<file path="src/rtl/mem_port_arbiter_if.sv">
// Bus bundle between the IF/MEM requesters, the port arbiter and the memory model.
// Handshake: a requester holds *_req with stable fields until its one-cycle *_done;
// the arbiter holds mem_req with stable mem_* fields until it samples mem_ack high.
interface mem_port_arbiter_if #(
    parameter int ADDR_W = 32,
    parameter int DATA_W = 32
);
    logic              if_req;
    logic [ADDR_W-1:0] if_addr;
    logic              if_done;
    logic [DATA_W-1:0] if_rdata;

    logic              d_req;
    logic              d_we;
    logic [ADDR_W-1:0] d_addr;
    logic [DATA_W-1:0] d_wdata;
    logic              d_done;
    logic [DATA_W-1:0] d_rdata;

    logic              mem_req;
    logic              mem_we;
    logic [ADDR_W-1:0] mem_addr;
    logic [DATA_W-1:0] mem_wdata;
    logic              mem_ack;
    logic [DATA_W-1:0] mem_rdata;

    logic              pipe_stall;

    // Arbiter side
    modport master (
        input  if_req, if_addr, d_req, d_we, d_addr, d_wdata, mem_ack, mem_rdata,
        output if_done, if_rdata, d_done, d_rdata, mem_req, mem_we, mem_addr, mem_wdata,
        output pipe_stall
    );

    // Requester and memory side
    modport slave (
        output if_req, if_addr, d_req, d_we, d_addr, d_wdata, mem_ack, mem_rdata,
        input  if_done, if_rdata, d_done, d_rdata, mem_req, mem_we, mem_addr, mem_wdata,
        input  pipe_stall
    );
endinterface

</file>
<file path="src/rtl/mem_port_arbiter.sv">
// Single-port memory arbiter between instruction fetch and load/store, with a
// starvation guard for fetch and a combinational pipeline freeze.
module mem_port_arbiter #(
    parameter  int ADDR_W     = 32,
    parameter  int DATA_W     = 32,
    parameter  int STARVE_MAX = 4,
    localparam int CNT_W      = $clog2(STARVE_MAX + 1)
) (
    input  logic                 clk,
    input  logic                 rst,
    mem_port_arbiter_if.master   bus,
    output logic [1:0]           dbg_state,
    output logic [CNT_W-1:0]     starve_cnt
);

    typedef enum logic [1:0] {
        IDLE  = 2'd0,
        GNT_I = 2'd1,
        GNT_D = 2'd2,
        RESP  = 2'd3
    } state_t;

    state_t state;
    logic   starve_full;

    assign starve_full = (starve_cnt == CNT_W'(STARVE_MAX));
    assign dbg_state   = state;

    // Freeze holds while a request is pending and released in its done cycle.
    assign bus.pipe_stall = rst & ((bus.if_req & ~bus.if_done) | (bus.d_req & ~bus.d_done));

    always_ff @(posedge clk or negedge rst) begin
        if (!rst) begin
            state         <= IDLE;
            starve_cnt    <= '0;
            bus.mem_req   <= 1'b0;
            bus.mem_we    <= 1'b0;
            bus.mem_addr  <= ADDR_W'(0);
            bus.mem_wdata <= DATA_W'(0);
            bus.if_done   <= 1'b0;
            bus.d_done    <= 1'b0;
            bus.if_rdata  <= DATA_W'(0);
            bus.d_rdata   <= DATA_W'(0);
        end else begin
            case (state)
                IDLE: begin
                    // Data wins ties unless fetch has already lost STARVE_MAX times in a row.
                    if (bus.d_req && !(bus.if_req && starve_full)) begin
                        state         <= GNT_D;
                        bus.mem_req   <= 1'b1;
                        bus.mem_we    <= bus.d_we;
                        bus.mem_addr  <= bus.d_addr;
                        bus.mem_wdata <= bus.d_wdata;
                        if (!bus.if_req) begin
                            starve_cnt <= '0;
                        end else if (!starve_full) begin
                            starve_cnt <= starve_cnt + CNT_W'(1);
                        end
                    end else if (bus.if_req) begin
                        state         <= GNT_I;
                        bus.mem_req   <= 1'b1;
                        bus.mem_we    <= 1'b0;
                        bus.mem_addr  <= bus.if_addr;
                        bus.mem_wdata <= DATA_W'(0);
                        starve_cnt    <= '0;
                    end else begin
                        starve_cnt <= '0;
                    end
                end
                GNT_I, GNT_D: begin
                    if (bus.mem_ack) begin
                        state       <= RESP;
                        bus.mem_req <= 1'b0;
                        bus.mem_we  <= 1'b0;
                        if (state == GNT_I) begin
                            bus.if_done  <= 1'b1;
                            bus.if_rdata <= bus.mem_rdata;
                        end else begin
                            bus.d_done <= 1'b1;
                            if (!bus.mem_we) begin
                                bus.d_rdata <= bus.mem_rdata;
                            end
                        end
                    end
                end
                RESP: begin
                    state       <= IDLE;
                    bus.if_done <= 1'b0;
                    bus.d_done  <= 1'b0;
                end
                default: begin
                    state <= IDLE;
                end
            endcase
        end
    end

endmodule

</file>
<file path="src/flat_wrapper.sv">
// flat-port wrapper written by rule: the top's interface ports become plain ports
module mem_port_arbiter_flat 
#(
    parameter  int ADDR_W     = 32,
    parameter  int DATA_W     = 32,
    parameter  int STARVE_MAX = 4,
    localparam int CNT_W      = $clog2(STARVE_MAX + 1)
)
  (clk, rst, dbg_state, starve_cnt, bus_if_req, bus_if_addr, bus_d_req, bus_d_we, bus_d_addr, bus_d_wdata, bus_mem_ack, bus_mem_rdata, bus_if_done, bus_if_rdata, bus_d_done, bus_d_rdata, bus_mem_req, bus_mem_we, bus_mem_addr, bus_mem_wdata, bus_pipe_stall);
  mem_port_arbiter_if #(.ADDR_W(ADDR_W), .DATA_W(DATA_W)) bus_i ();
  input  logic clk;
  input  logic rst;
  output logic [1:0] dbg_state;
  output logic [CNT_W-1:0] starve_cnt;
  input wire logic [$bits(bus_i.if_req)-1:0] bus_if_req;
  input wire logic [$bits(bus_i.if_addr)-1:0] bus_if_addr;
  input wire logic [$bits(bus_i.d_req)-1:0] bus_d_req;
  input wire logic [$bits(bus_i.d_we)-1:0] bus_d_we;
  input wire logic [$bits(bus_i.d_addr)-1:0] bus_d_addr;
  input wire logic [$bits(bus_i.d_wdata)-1:0] bus_d_wdata;
  input wire logic [$bits(bus_i.mem_ack)-1:0] bus_mem_ack;
  input wire logic [$bits(bus_i.mem_rdata)-1:0] bus_mem_rdata;
  output wire logic [$bits(bus_i.if_done)-1:0] bus_if_done;
  output wire logic [$bits(bus_i.if_rdata)-1:0] bus_if_rdata;
  output wire logic [$bits(bus_i.d_done)-1:0] bus_d_done;
  output wire logic [$bits(bus_i.d_rdata)-1:0] bus_d_rdata;
  output wire logic [$bits(bus_i.mem_req)-1:0] bus_mem_req;
  output wire logic [$bits(bus_i.mem_we)-1:0] bus_mem_we;
  output wire logic [$bits(bus_i.mem_addr)-1:0] bus_mem_addr;
  output wire logic [$bits(bus_i.mem_wdata)-1:0] bus_mem_wdata;
  output wire logic [$bits(bus_i.pipe_stall)-1:0] bus_pipe_stall;
  assign bus_i.if_req = bus_if_req;
  assign bus_i.if_addr = bus_if_addr;
  assign bus_i.d_req = bus_d_req;
  assign bus_i.d_we = bus_d_we;
  assign bus_i.d_addr = bus_d_addr;
  assign bus_i.d_wdata = bus_d_wdata;
  assign bus_i.mem_ack = bus_mem_ack;
  assign bus_i.mem_rdata = bus_mem_rdata;
  assign bus_if_done = bus_i.if_done;
  assign bus_if_rdata = bus_i.if_rdata;
  assign bus_d_done = bus_i.d_done;
  assign bus_d_rdata = bus_i.d_rdata;
  assign bus_mem_req = bus_i.mem_req;
  assign bus_mem_we = bus_i.mem_we;
  assign bus_mem_addr = bus_i.mem_addr;
  assign bus_mem_wdata = bus_i.mem_wdata;
  assign bus_pipe_stall = bus_i.pipe_stall;
  mem_port_arbiter #(.ADDR_W(ADDR_W), .DATA_W(DATA_W), .STARVE_MAX(STARVE_MAX)) u_core (.clk(clk), .rst(rst), .bus(bus_i), .dbg_state(dbg_state), .starve_cnt(starve_cnt));
endmodule
</file>
<file path="config.mk">
export PLATFORM = sky130hd
export DESIGN_NAME = mem_port_arbiter_flat
export DESIGN_NICKNAME = d
export VERILOG_FILES = /design/src/rtl/mem_port_arbiter_if.sv /design/src/rtl/mem_port_arbiter.sv /design/src/flat_wrapper.sv
export SDC_FILE = /design/constraint.sdc
export NUM_CORES = 1
export LEC_CHECK = 0
export CAP_MARGIN = 20
export CORE_MARGIN = 2
export CORE_UTILIZATION = 45
export DETAILED_ROUTE_END_ITERATION = 6
export GPL_TIMING_DRIVEN = 0
export PLACE_DENSITY = 0.94
export SYNTH_ARGS = -nofsm -noshare
export SYNTH_HDL_FRONTEND = slang
export SYNTH_SLANG_ARGS = --single-unit
</file>
<file path="constraint.sdc">
create_clock -name clk -period 4.7 [get_ports clk]
set_clock_uncertainty 0.2 [all_clocks]
set_input_delay 0.47 -clock clk [delete_from_list [all_inputs] [get_ports clk]]
set_output_delay 0.47 -clock clk [all_outputs]
set_load 0.005 [all_outputs]
</file>
==> results.ini <==
[synth]
async_flop_share_pct=100
syn_inst=450
yosysUniqueCellTypes=32
synth-main-ff-cell=dfrtp_1
netlist_area_um2=5790
synth_edf_count=0
syn_nets=592
synth-seq-cells=137
synth-seq-area-share_pct=59.2
synth.most_common_cell=dfrtp_1
yosys.area.top_type_share_pct=59.2
ys.warnings.count=0
avgSynthCellArea_um2=12.9
synthTopCellsByArea=dfrtp_1 59%, mux2_2 12%, a22o_1 4.8%
yosys-top-cells-count=137 x dfrtp_1, 67 x nand2_1, 64 x mux2_2
yosysTopAreaCell=dfrtp_1

[sta]
rsz0062_at_grt=false
drv_slew=0
worst_pin_slew_ns=0.520
worst_hold_slack_ns=0.150
finalHoldViolations=0
fmax_mhz=306
period_minus_slack_ns=3.27
maxSlewHeadroom_pct=65.3
finalSetupViolCount=0
fin_ws_ns=1.43
finalSetupTns_ns=0
finalCritPeriodShare_pct=69.6

[floorplanning]
start_util_pct=46.1
fp.dieW_um=117
core_area_um2=12600
dieArea_um2=13800
fp.dieH_um=117
ios=272
row_count=41

[route]
drtIter0Drc=287
num_vias=4980
via_per_inst=5.38
postRouteAntennaNets=0
post_drt_wl_per_cell_um=20.0
wirelength_um=18500
drcViolationCount=0
first_pass_iters=4

[clock_network]
cts_tree=yes
htree_levels=4
cts_buffer_depth=2
path_clk_slew_ns=0.06
clock_latency_ns=0.41
post_cts_buffers=0
root_buffer=clkbuf_16
cts_buffers=17
cts_sinks=137

[cells_and_area]
fin_util_pct=74.2
layout-drive-gt1-share_pct=18.0
syn_to_final_growth_pct=61.0
fin_nets=883
antenna_cells=0

[placed_design]
dp.final_hpwl_um=13800
place_ws_ns=1.92
gp_congestion=0.783
numPortBuffers=270

[worst_setup_path]
cp.arrival_ns=2.60
path_class=in -> out
crit_required_ns=4.03
end_kind=output port
start_kind=input port
worstPathMaxFanout=85

[power]
irDropWorstVdd_mv=0.282
power.density_nw_per_um2=675
p_leak_nw=3.94
total_power_mw=6.29

[flow_run]
drv_cap=0

[global_routing]
overflow=0
grt_pass1_vias=5420
grt_usage_pct=27.1
antenna_found_initial=0
grt_max_degree=86
grt_pass1_wl_um=29300

[status]
status=completed

[worst_hold_path]
hp-class=in -> reg

cell usage in the layout, fill, tap and decap left out, types with 2 or more instances in the layout:
cell type / synthesis / layout
a22o_1: 32 / 32
a31oi_1: 2 / 2
buf_2: 13 / 13
buf_6: 9 / 10
clkbuf_1: 14 / 14
clkbuf_16: 0 / 17
clkdlybuf4s50_1: 0 / 269
clkinv_2: 0 / 3
clkinv_4: 0 / 3
dfrtp_1: 137 / 137
ha_1: 8 / 8
inv_1: 9 / 9
inv_6: 0 / 4
inv_8: 0 / 2
mux2_1: 2 / 2
mux2_2: 64 / 64
mux2i_1: 5 / 5
nand2_1: 67 / 67
nand3_1: 2 / 2
nand4_1: 32 / 32
nor2_1: 3 / 3
nor2b_1: 4 / 4
o211ai_1: 20 / 20
o211ai_2: 12 / 12
o22ai_1: 2 / 2
where the power goes:
group	leakage, nW	internal (mW)	switching, mW
clock network	0.285	0.755	0.546
registers	1.68	1.76	0.357
logic	1.98	1.75	1.13
sequential cells by signal (all words and copies together) (netlist names):
register              cells
u_core.bus.if_done        1
u_core.bus.mem_addr      32
u_core.bus.mem_wdata     32
u_core.bus.mem_we         1
u_core.starve_cnt         3
u_core.bus.d_rdata       32
u_core.bus.if_rdata      32
u_core.dbg_state          2
u_core.bus.mem_req        1
u_core.bus.d_done         1
logic make-up (layout without fill, tap and decap cells):
logic type,Yosys count,in the layout,synth area share (%)
compound gates,75,75,11.4
simple gates,114,114,9.63
mux,71,71,13.7
flops,137,137,59.2
fa+ha+maj,8,8,1.73
buf+inv,45,349,4.36
area by class of cell:
type / count / area (um2)
inverters: 9 / 33.8
multi-input cells: 268 / 2110
clock buffers: 18 / 439
clock inverters: 14 / 136
well taps: 172 / 215
fillers: 759 / 3240
plain buffers: 36 / 219
repair buffers: 272 / 2740
flip-flops and latches: 137 / 3430
path summary, 6_finish.rpt:
check	startpoint	endpoint	slack, ns	depth (start not counted)
worst max-delay path	rst	bus_pipe_stall	1.43	5
worst min-delay path	bus_if_req	u_core.starve_cnt[0]	0.15	2
worst max register to register	u_core.dbg_state[0]	u_core.bus.d_rdata[3]	2.39	6
worst min register to register	u_core.bus.mem_addr[30]	u_core.bus.mem_addr[30]	0.30	2
max in group asynchronous	rst	u_core.bus.mem_wdata[0]	3.16	3
min in group asynchronous	rst	u_core.bus.mem_addr[20]	0.36	2
timing repair:
action	4_1_cts	5_1_grt
endpoints found under the hold margin	53	0
setup endpoints to repair	0	0
hold buffers	1	0
resized for setup	0	0
metal layers:
metal  wire [um]  track usage, %  part of all wire, %
met5           0               0                    0
met2        9660            48.8                   52
met3        1220            7.90                  6.6
met4         532            10.8                  2.9
met1        7080            30.0                   38
worst max-delay path: stages:
cell	delay, ns
dlygate4sd3_1	0.55
buf_6	0.41
buf_16	0.40
nor2b_1	0.19
clkdlybuf4s50_1	0.54
per-stage QoR:
step / area, um2 / cells
after floorplan: 5790 / 450
after global placement: 8710 / 892
after detailed placement: 8740 / 893
after CTS: 9320 / 926
after global routing: 9320 / 926
final: 9320 / 926
Power figures use the tool's default switching activity.
